[src/rtl/lpc_pkg.sv]
// Shared definitions for the LPC synthesis stage.
// Contents: Q-format constants, register map addresses, pitch limits and
// reset values, the sequencer state enum, and a pitch clamping helper.
package lpc_pkg;

    localparam int Q_FRAC  = 12;
    localparam int ONE_Q12 = 4096;

    localparam logic [15:0] REG_PITCH  = 16'd0;
    localparam logic [15:0] REG_GAIN   = 16'd1;
    localparam logic [15:0] REG_STATUS = 16'd2;

    localparam logic [15:0] MIN_PITCH   = 16'd20;
    localparam logic [15:0] PITCH_RESET = 16'd80;
    localparam logic [15:0] GAIN_RESET  = 16'd1024;

    typedef enum logic [1:0] {
        IDLE = 2'd0,
        MAC  = 2'd1,
        OUT  = 2'd2
    } state_t;

    // Short pitch periods are raised to the minimum so a write can never
    // produce a pulse train faster than the filter can follow.
    function automatic logic [15:0] clamp_pitch(input logic [15:0] value);
        logic [15:0] result;
        if (value < MIN_PITCH) begin
            result = MIN_PITCH;
        end else begin
            result = value;
        end
        return result;
    endfunction

endpackage

[src/rtl/lpc_excitation.sv]
// Excitation generator for the LPC synthesis stage.
// On each start pulse it registers one excitation value e and advances its
// state: a pitch pulse train (voiced) or a +/-gain LFSR sign (unvoiced).
// Ports:
//   clk, rst      clock, asynchronous active-high reset
//   start         one-cycle pulse at the start of a sample
//   voiced        voicing decision that applies to this sample
//   pitch_period  pulse spacing in samples (already clamped)
//   gain          signed excitation amplitude
//   e             excitation value registered on start, held until the next
module lpc_excitation
    import lpc_pkg::*;
#(
    parameter int          CW        = 16,
    parameter logic [15:0] LFSR_SEED = 16'hACE1
) (
    input  logic                 clk,
    input  logic                 rst,
    input  logic                 start,
    input  logic                 voiced,
    input  logic [15:0]          pitch_period,
    input  logic signed [CW-1:0] gain,
    output logic signed [CW-1:0] e
);

    logic [15:0]          cnt_r;
    logic [15:0]          cnt_next_s;
    logic [15:0]          lfsr_r;
    logic [15:0]          lfsr_next_s;
    logic                 lfsr_fb_s;
    logic signed [CW-1:0] e_r;
    logic signed [CW-1:0] e_next_s;

    // Next LFSR value, next pitch count and the excitation for this sample.
    always_comb begin
        // Fibonacci LFSR, taps 16,14,13,11.
        lfsr_fb_s   = lfsr_r[15] ^ lfsr_r[13] ^ lfsr_r[12] ^ lfsr_r[10];
        lfsr_next_s = {lfsr_r[14:0], lfsr_fb_s};

        if (cnt_r == 16'd0) begin
            cnt_next_s = pitch_period - 16'd1;
        end else begin
            cnt_next_s = cnt_r - 16'd1;
        end

        if (voiced) begin
            e_next_s = (cnt_r == 16'd0) ? gain : {CW{1'b0}};
        end else begin
            e_next_s = lfsr_r[15] ? -gain : gain;
        end
    end

    // Excitation state advances only when a sample actually starts.
    // The pitch counter only runs in voiced frames and is never reset by
    // a change of voicing, so pulse phase carries over between frames.
    always_ff @(posedge clk or posedge rst) begin
        if (rst) begin
            cnt_r  <= 16'd0;
            lfsr_r <= LFSR_SEED;
            e_r    <= {CW{1'b0}};
        end else if (start) begin
            e_r    <= e_next_s;
            lfsr_r <= lfsr_next_s;
            if (voiced) begin
                cnt_r <= cnt_next_s;
            end
        end
    end

    assign e = e_r;

endmodule

[src/rtl/lpc_synth.sv]
// LPC synthesis (decoder) stage.
// Runs a 10th-order all-pole IIR filter with one time-shared MAC, driven by
// the excitation from lpc_excitation, and emits one sample per sample_en.
// Ports:
//   clk, rst                      clock, asynchronous active-high reset
//   sample_en                     one-cycle pulse per output sample
//   coef_load, A1..A10, voiced    encoder frame parameters into shadow regs
//   y, y_valid                    synthesized sample and its update pulse
//   address/read/write/writedata  register port (pitch, gain, status)
//   readdata                      read data, valid the cycle after read
module lpc_synth
    import lpc_pkg::*;
#(
    parameter int          ORDER     = 10,
    parameter int          CW        = 16,
    parameter int          ACCW      = 40,
    parameter logic [15:0] LFSR_SEED = 16'hACE1
) (
    input  logic                 clk,
    input  logic                 rst,
    input  logic                 sample_en,
    input  logic                 coef_load,
    input  logic signed [CW-1:0] A1,
    input  logic signed [CW-1:0] A2,
    input  logic signed [CW-1:0] A3,
    input  logic signed [CW-1:0] A4,
    input  logic signed [CW-1:0] A5,
    input  logic signed [CW-1:0] A6,
    input  logic signed [CW-1:0] A7,
    input  logic signed [CW-1:0] A8,
    input  logic signed [CW-1:0] A9,
    input  logic signed [CW-1:0] A10,
    input  logic                 voiced,
    output logic signed [CW-1:0] y,
    output logic                 y_valid,
    input  logic [15:0]          address,
    input  logic                 read,
    input  logic                 write,
    input  logic [15:0]          writedata,
    output logic [15:0]          readdata
);

    localparam int IW = $clog2(ORDER);
    localparam int PW = 2 * CW;
    localparam logic signed [ACCW-1:0] SAT_MAX  = {{(ACCW-CW+1){1'b0}}, {(CW-1){1'b1}}};
    localparam logic signed [ACCW-1:0] SAT_MIN  = {{(ACCW-CW+1){1'b1}}, {(CW-1){1'b0}}};
    localparam logic signed [ACCW-1:0] RND_HALF = ACCW'(ONE_Q12 / 2);

    state_t               state_r;
    state_t               next_state_s;
    logic                 start_s;
    logic                 busy_s;
    logic                 overrun_evt_s;
    logic [IW-1:0]        idx_r;

    logic signed [CW-1:0] a_in_s   [ORDER];
    logic signed [CW-1:0] shadow_r [ORDER];
    logic signed [CW-1:0] active_r [ORDER];
    logic signed [CW-1:0] hist_r   [ORDER];
    logic                 shadow_voiced_r;
    logic                 start_voiced_s;

    logic signed [CW-1:0]   e_s;
    logic signed [CW-1:0]   a_sel_s;
    logic signed [CW-1:0]   h_sel_s;
    logic signed [PW-1:0]   prod_s;
    logic signed [ACCW-1:0] acc_r;
    logic signed [ACCW-1:0] e_scaled_s;
    logic signed [ACCW-1:0] acc_base_s;
    logic signed [ACCW-1:0] acc_next_s;
    logic signed [ACCW-1:0] rnd_s;
    logic signed [ACCW-1:0] shr_s;
    logic signed [CW-1:0]   sat_s;

    logic [15:0]          pitch_r;
    logic signed [CW-1:0] gain_r;
    logic                 overrun_r;
    logic signed [CW-1:0] y_r;
    logic                 y_valid_r;
    logic [15:0]          readdata_r;

    assign a_in_s[0] = A1;
    assign a_in_s[1] = A2;
    assign a_in_s[2] = A3;
    assign a_in_s[3] = A4;
    assign a_in_s[4] = A5;
    assign a_in_s[5] = A6;
    assign a_in_s[6] = A7;
    assign a_in_s[7] = A8;
    assign a_in_s[8] = A9;
    assign a_in_s[9] = A10;

    // A coef_load coinciding with sample_en must already apply to that sample.
    assign start_voiced_s = coef_load ? voiced : shadow_voiced_r;

    lpc_excitation #(
        .CW        (CW),
        .LFSR_SEED (LFSR_SEED)
    ) u_exc (
        .clk          (clk),
        .rst          (rst),
        .start        (start_s),
        .voiced       (start_voiced_s),
        .pitch_period (pitch_r),
        .gain         (gain_r),
        .e            (e_s)
    );

    // Sequencer state register.
    always_ff @(posedge clk or posedge rst) begin
        if (rst) begin
            state_r <= IDLE;
        end else begin
            state_r <= next_state_s;
        end
    end

    // Next-state logic; a sample_en outside IDLE is dropped and flagged.
    always_comb begin
        next_state_s  = state_r;
        start_s       = 1'b0;
        busy_s        = (state_r != IDLE);
        overrun_evt_s = sample_en && (state_r != IDLE);
        case (state_r)
            IDLE: begin
                if (sample_en) begin
                    next_state_s = MAC;
                    start_s      = 1'b1;
                end else begin
                    next_state_s = IDLE;
                end
            end
            MAC: begin
                if (idx_r == IW'(ORDER - 1)) begin
                    next_state_s = OUT;
                end else begin
                    next_state_s = MAC;
                end
            end
            OUT:     next_state_s = IDLE;
            default: next_state_s = IDLE;
        endcase
    end

    // MAC operand select, accumulate, then round / shift / saturate.
    always_comb begin
        if (idx_r < IW'(ORDER)) begin
            a_sel_s = active_r[idx_r];
            h_sel_s = hist_r[idx_r];
        end else begin
            a_sel_s = {CW{1'b0}};
            h_sel_s = {CW{1'b0}};
        end
        prod_s = PW'(a_sel_s) * PW'(h_sel_s);

        // The first tap seeds the accumulator with e in Q12, so no separate
        // clear cycle is needed between samples.
        e_scaled_s = {{(ACCW-CW){e_s[CW-1]}}, e_s} <<< Q_FRAC;
        if (idx_r == {IW{1'b0}}) begin
            acc_base_s = e_scaled_s;
        end else begin
            acc_base_s = acc_r;
        end
        acc_next_s = acc_base_s - {{(ACCW-PW){prod_s[PW-1]}}, prod_s};

        rnd_s = acc_r + RND_HALF;
        shr_s = rnd_s >>> Q_FRAC;
        if (shr_s > SAT_MAX) begin
            sat_s = SAT_MAX[CW-1:0];
        end else if (shr_s < SAT_MIN) begin
            sat_s = SAT_MIN[CW-1:0];
        end else begin
            sat_s = shr_s[CW-1:0];
        end
    end

    // Shadow coefficient set, written by the encoder at any time.
    always_ff @(posedge clk or posedge rst) begin
        if (rst) begin
            for (int i = 0; i < ORDER; i++) shadow_r[i] <= {CW{1'b0}};
            shadow_voiced_r <= 1'b0;
        end else if (coef_load) begin
            for (int i = 0; i < ORDER; i++) shadow_r[i] <= a_in_s[i];
            shadow_voiced_r <= voiced;
        end
    end

    // Filter datapath: coefficient swap at start, MAC taps, output and history.
    always_ff @(posedge clk or posedge rst) begin
        if (rst) begin
            for (int i = 0; i < ORDER; i++) begin
                active_r[i] <= {CW{1'b0}};
                hist_r[i]   <= {CW{1'b0}};
            end
            idx_r     <= {IW{1'b0}};
            acc_r     <= {ACCW{1'b0}};
            y_r       <= {CW{1'b0}};
            y_valid_r <= 1'b0;
        end else begin
            case (state_r)
                IDLE: begin
                    if (start_s) begin
                        idx_r <= {IW{1'b0}};
                        for (int i = 0; i < ORDER; i++) begin
                            active_r[i] <= coef_load ? a_in_s[i] : shadow_r[i];
                        end
                    end
                end
                MAC: begin
                    acc_r <= acc_next_s;
                    idx_r <= idx_r + IW'(1);
                end
                OUT: begin
                    y_r       <= sat_s;
                    hist_r[0] <= sat_s;
                    for (int i = 1; i < ORDER; i++) hist_r[i] <= hist_r[i-1];
                end
                default: begin
                    idx_r <= {IW{1'b0}};
                end
            endcase
            y_valid_r <= (state_r == OUT);
        end
    end

    // Register port: pitch, gain, sticky overrun and registered read data.
    always_ff @(posedge clk or posedge rst) begin
        if (rst) begin
            pitch_r    <= PITCH_RESET;
            gain_r     <= GAIN_RESET;
            overrun_r  <= 1'b0;
            readdata_r <= 16'd0;
        end else begin
            if (write && (address == REG_PITCH)) begin
                pitch_r <= clamp_pitch(writedata);
            end
            if (write && (address == REG_GAIN)) begin
                gain_r <= writedata;
            end
            // A new overrun takes priority over a clearing write.
            if (overrun_evt_s) begin
                overrun_r <= 1'b1;
            end else if (write && (address == REG_STATUS)) begin
                overrun_r <= 1'b0;
            end
            if (read) begin
                case (address)
                    REG_PITCH:  readdata_r <= pitch_r;
                    REG_GAIN:   readdata_r <= gain_r;
                    REG_STATUS: readdata_r <= {14'd0, busy_s, overrun_r};
                    default:    readdata_r <= 16'd0;
                endcase
            end
        end
    end

    assign y        = y_r;
    assign y_valid  = y_valid_r;
    assign readdata = readdata_r;

endmodule

[config.mk]
export PLATFORM = sky130hd
export DESIGN_NAME = lpc_synth
export DESIGN_NICKNAME = d
export VERILOG_FILES = /design/src/rtl/lpc_pkg.sv /design/src/rtl/lpc_excitation.sv /design/src/rtl/lpc_synth.sv
export SDC_FILE = /design/constraint.sdc
export NUM_CORES = 2
export LEC_CHECK = 0
export ABC_AREA = 1
export BUFFER_PORTS_ARGS = -buffer_cell sky130_fd_sc_hd__buf_4
export CORE_MARGIN = 2
export CORE_UTILIZATION = 63
export DETAILED_ROUTE_END_ITERATION = 8
export PLACE_DENSITY = 0.85
export SLEW_MARGIN = 20
export SYNTH_ARGS = -nofsm -noshare
export SYNTH_HDL_FRONTEND = slang
export SYNTH_SLANG_ARGS = --single-unit
[constraint.sdc]
create_clock -name clk -period 25.7 [get_ports clk]
set_input_delay 3.855 -clock clk [delete_from_list [all_inputs] [get_ports clk]]
set_output_delay 3.855 -clock clk [all_outputs]
set_load 0.05 [all_outputs]
==> metrics.cfg <==
[timing]
slew-limit-headroom=0.230
finalCritPeriodShare=0.427
setup_viol=0
fmax_mhz=91.1
hold_viol_final=0
rsz0062_at_grt=no
period_needed_ns=10.98
fin_tns_setup_ns=0
worstMarginPinSlew_ns=1.15
skew_ns=0.0770
slew_violations=0

[synth]
yosysSeqAreaShare=0.385
synth_area_leaders=dfrtp_1, nand2_1, fa_1
synth_area_per_cell_sq_um=7.82
yosys_warnings=0
yosysTopAreaCell=dfrtp_1
yosys_register_bits=625
yosysMostFrequentCell=nand2_1
yosysTopAreaCellShare=0.378
async_flop_share=1.00
syn-num-nets=5788
synthTopCellsByCount=nand2_1, inv_1, dfrtp_1
synth_edf_count=0
ys_types=55
synth_flop_cell=dfrtp_1
syn-instance-count=5198
syn_area_sq_um=40700

[worst_setup_path]
critPathLaunchType=register
cp.arrival_ns=11.47
required_ns=26.19
end_kind=register
cpMaxStageDelayCell=dfrtp_4
crit_type=reg2reg
critical_path_depth=45
critPathMostFrequentCell=nand2_1
critPathMaxStageDelay_ns=0.88
worst-path-max-fanout=70
critPathBufInv=9
cp_top_family=adder cells
reg2regPathDepth=45

[cts]
cts_tree=yes
worstSkewPairLatency_ns=0.67
cts.sinks=625
postCtsSetupRepairBufs=0
cts_resized=0
clockBufferDepth=3
htree_levels=3
cts_buffers=69
cts-root-buf=clkbuf_16
path_clk_slew_ns=0.06
cts_hold_buf=0

[grt]
grt_antenna_before_repair=0
grt_pass1_vias=35100
overflow=0
grt_max_degree=163
gr-usage-all-layers=0.336
grt_pass1_wl_um=180000

[routing]
drcViolationCount=0
wire_per_inst_um=17.6
first_pass_iters=7
drt_iter0_drc=3752
ant_nets=0
num_vias=35200
via_per_inst=5.69
wirelength_um=109000

[floorplanning]
die_area_sq_um=66600
die_x_um=258
start_util=0.634
core_area_sq_um=64100
pin_count=232
die_h_um=258
rows=93

[final_layout]
drive_gt1_frac=0.0827
num-nets-final=5871
fillers=4811
synthToLayoutAreaGrowth_pct=10.9

[placement]
dp_hpwl_um=77700
place_congestion=0.931
io_buffers=231

[min_path]
hp-class=reg2reg
whs_path_depth=2

[flow_run]
drv_cap=0

[run_status]
run_status=complete, no violations

-- layout make-up --
| type | instances | area, sq um | area share |
|---|---|---|---|
| Inverter | 826 | 3120 | 0.0692 |
| Tap cell | 855 | 1070 | 0.0237 |
| Clock buffer | 98 | 2000 | 0.0442 |
| Clock inverter | 25 | 394 | 0.00874 |
| Multi-Input combinational cell | 3498 | 20900 | 0.463 |
| Antenna cell | 1 | 2.50 | 0.0000555 |
| Sequential cell | 625 | 15700 | 0.347 |
| Timing Repair Buffer | 261 | 1960 | 0.0434 |
-- sequential cells by signal, indices dropped and copies added, names as in the netlist --
| signal | cells |
|---|---|
| readdata | 16 |
| pitch_r | 16 |
| acc_r | 40 |
| hist_r | 144 |
| active_r | 160 |
| idx_r | 4 |
| shadow_voiced_r | 1 |
| gain_r | 16 |
| u_exc.cnt_r | 16 |
| y_valid | 1 |
| u_exc.lfsr_r | 16 |
| state_r | 2 |
| shadow_r | 160 |
| overrun_r | 1 |
| y | 16 |
| u_exc.e | 16 |
-- stage by stage --
step | instance area [sq um] | utilization | hold WS, ns | setup slack (ns) | cells
CTS | 45100 | 0.704 | 0.459 | 15.00 | 6188
finish | 45100 | 0.704 | 0.465 | 14.72 | 6189
global route | 45100 | 0.704 | 0.476 | 13.98 | 6188
global placement | 42700 | 0.666 | 0.448 | 15.20 | 6065
detailed placement | 42700 | 0.666 | 0.454 | 15.11 | 6065
floorplan | 40700 | - | 0.436 | 4.36 | 5198
-- final timing paths --
kind / from / endpoint / slack (ns)
min in group asynchronous: rst / shadow_r[93] / 3.38
min: u_exc.lfsr_r[6] / u_exc.lfsr_r[7] / 0.47
max reg2reg: idx_r[1] / acc_r[38] / 14.72
max: idx_r[1] / acc_r[38] / 14.72
max in group asynchronous: rst / acc_r[10] / 18.85
min reg2reg: u_exc.lfsr_r[6] / u_exc.lfsr_r[7] / 0.47
-- placed cells by master (no fill, tap or decap), drive strengths merged, types with 9 or more instances in the layout --
cell type     n
a21o          9
a21oi       185
a31oi       113
buf         261
clkbuf       98
clkinv       19
dfrtp       614
dfstp        11
fa          264
ha          127
inv         827
nand2      1560
nand3        94
nand4        22
nor2        311
nor3         31
nor4         19
o211ai       10
o21ai       613
o22ai        14
xnor2        43
xor2         45
-- layer usage --
metal,GRT usage,vias up,routed length (um)
li1,-,16300,-
met1,0.450,16900,43400
met2,0.545,1651,51600
met3,0.0566,327,8860
met4,0.147,0,4950
met5,0,-,0
-- kinds of logic after synthesis --
group | synth area share
AO/OA/AOI/OAI | 0.127
adder cells (fa/ha/maj) | 0.169
buffers and inverters | 0.101
flip-flops | 0.385
AND/OR/NAND/NOR | 0.198
XOR/XNOR | 0.0190
-- worst register-to-register path, delay by kind of cell, from the launching register on --
kind	cells	cell delay (ns)
and+or+nand+nor	19	2.76
buffers and inverters	9	1.54
DFF	1	0.88
AOI/OAI and AO/OA	9	1.83
adders and majority gates	8	3.80
Power is left out: the tool's default activity adds up to more than one toggle a clock period on the data nets, which glitch-free logic cannot reach.
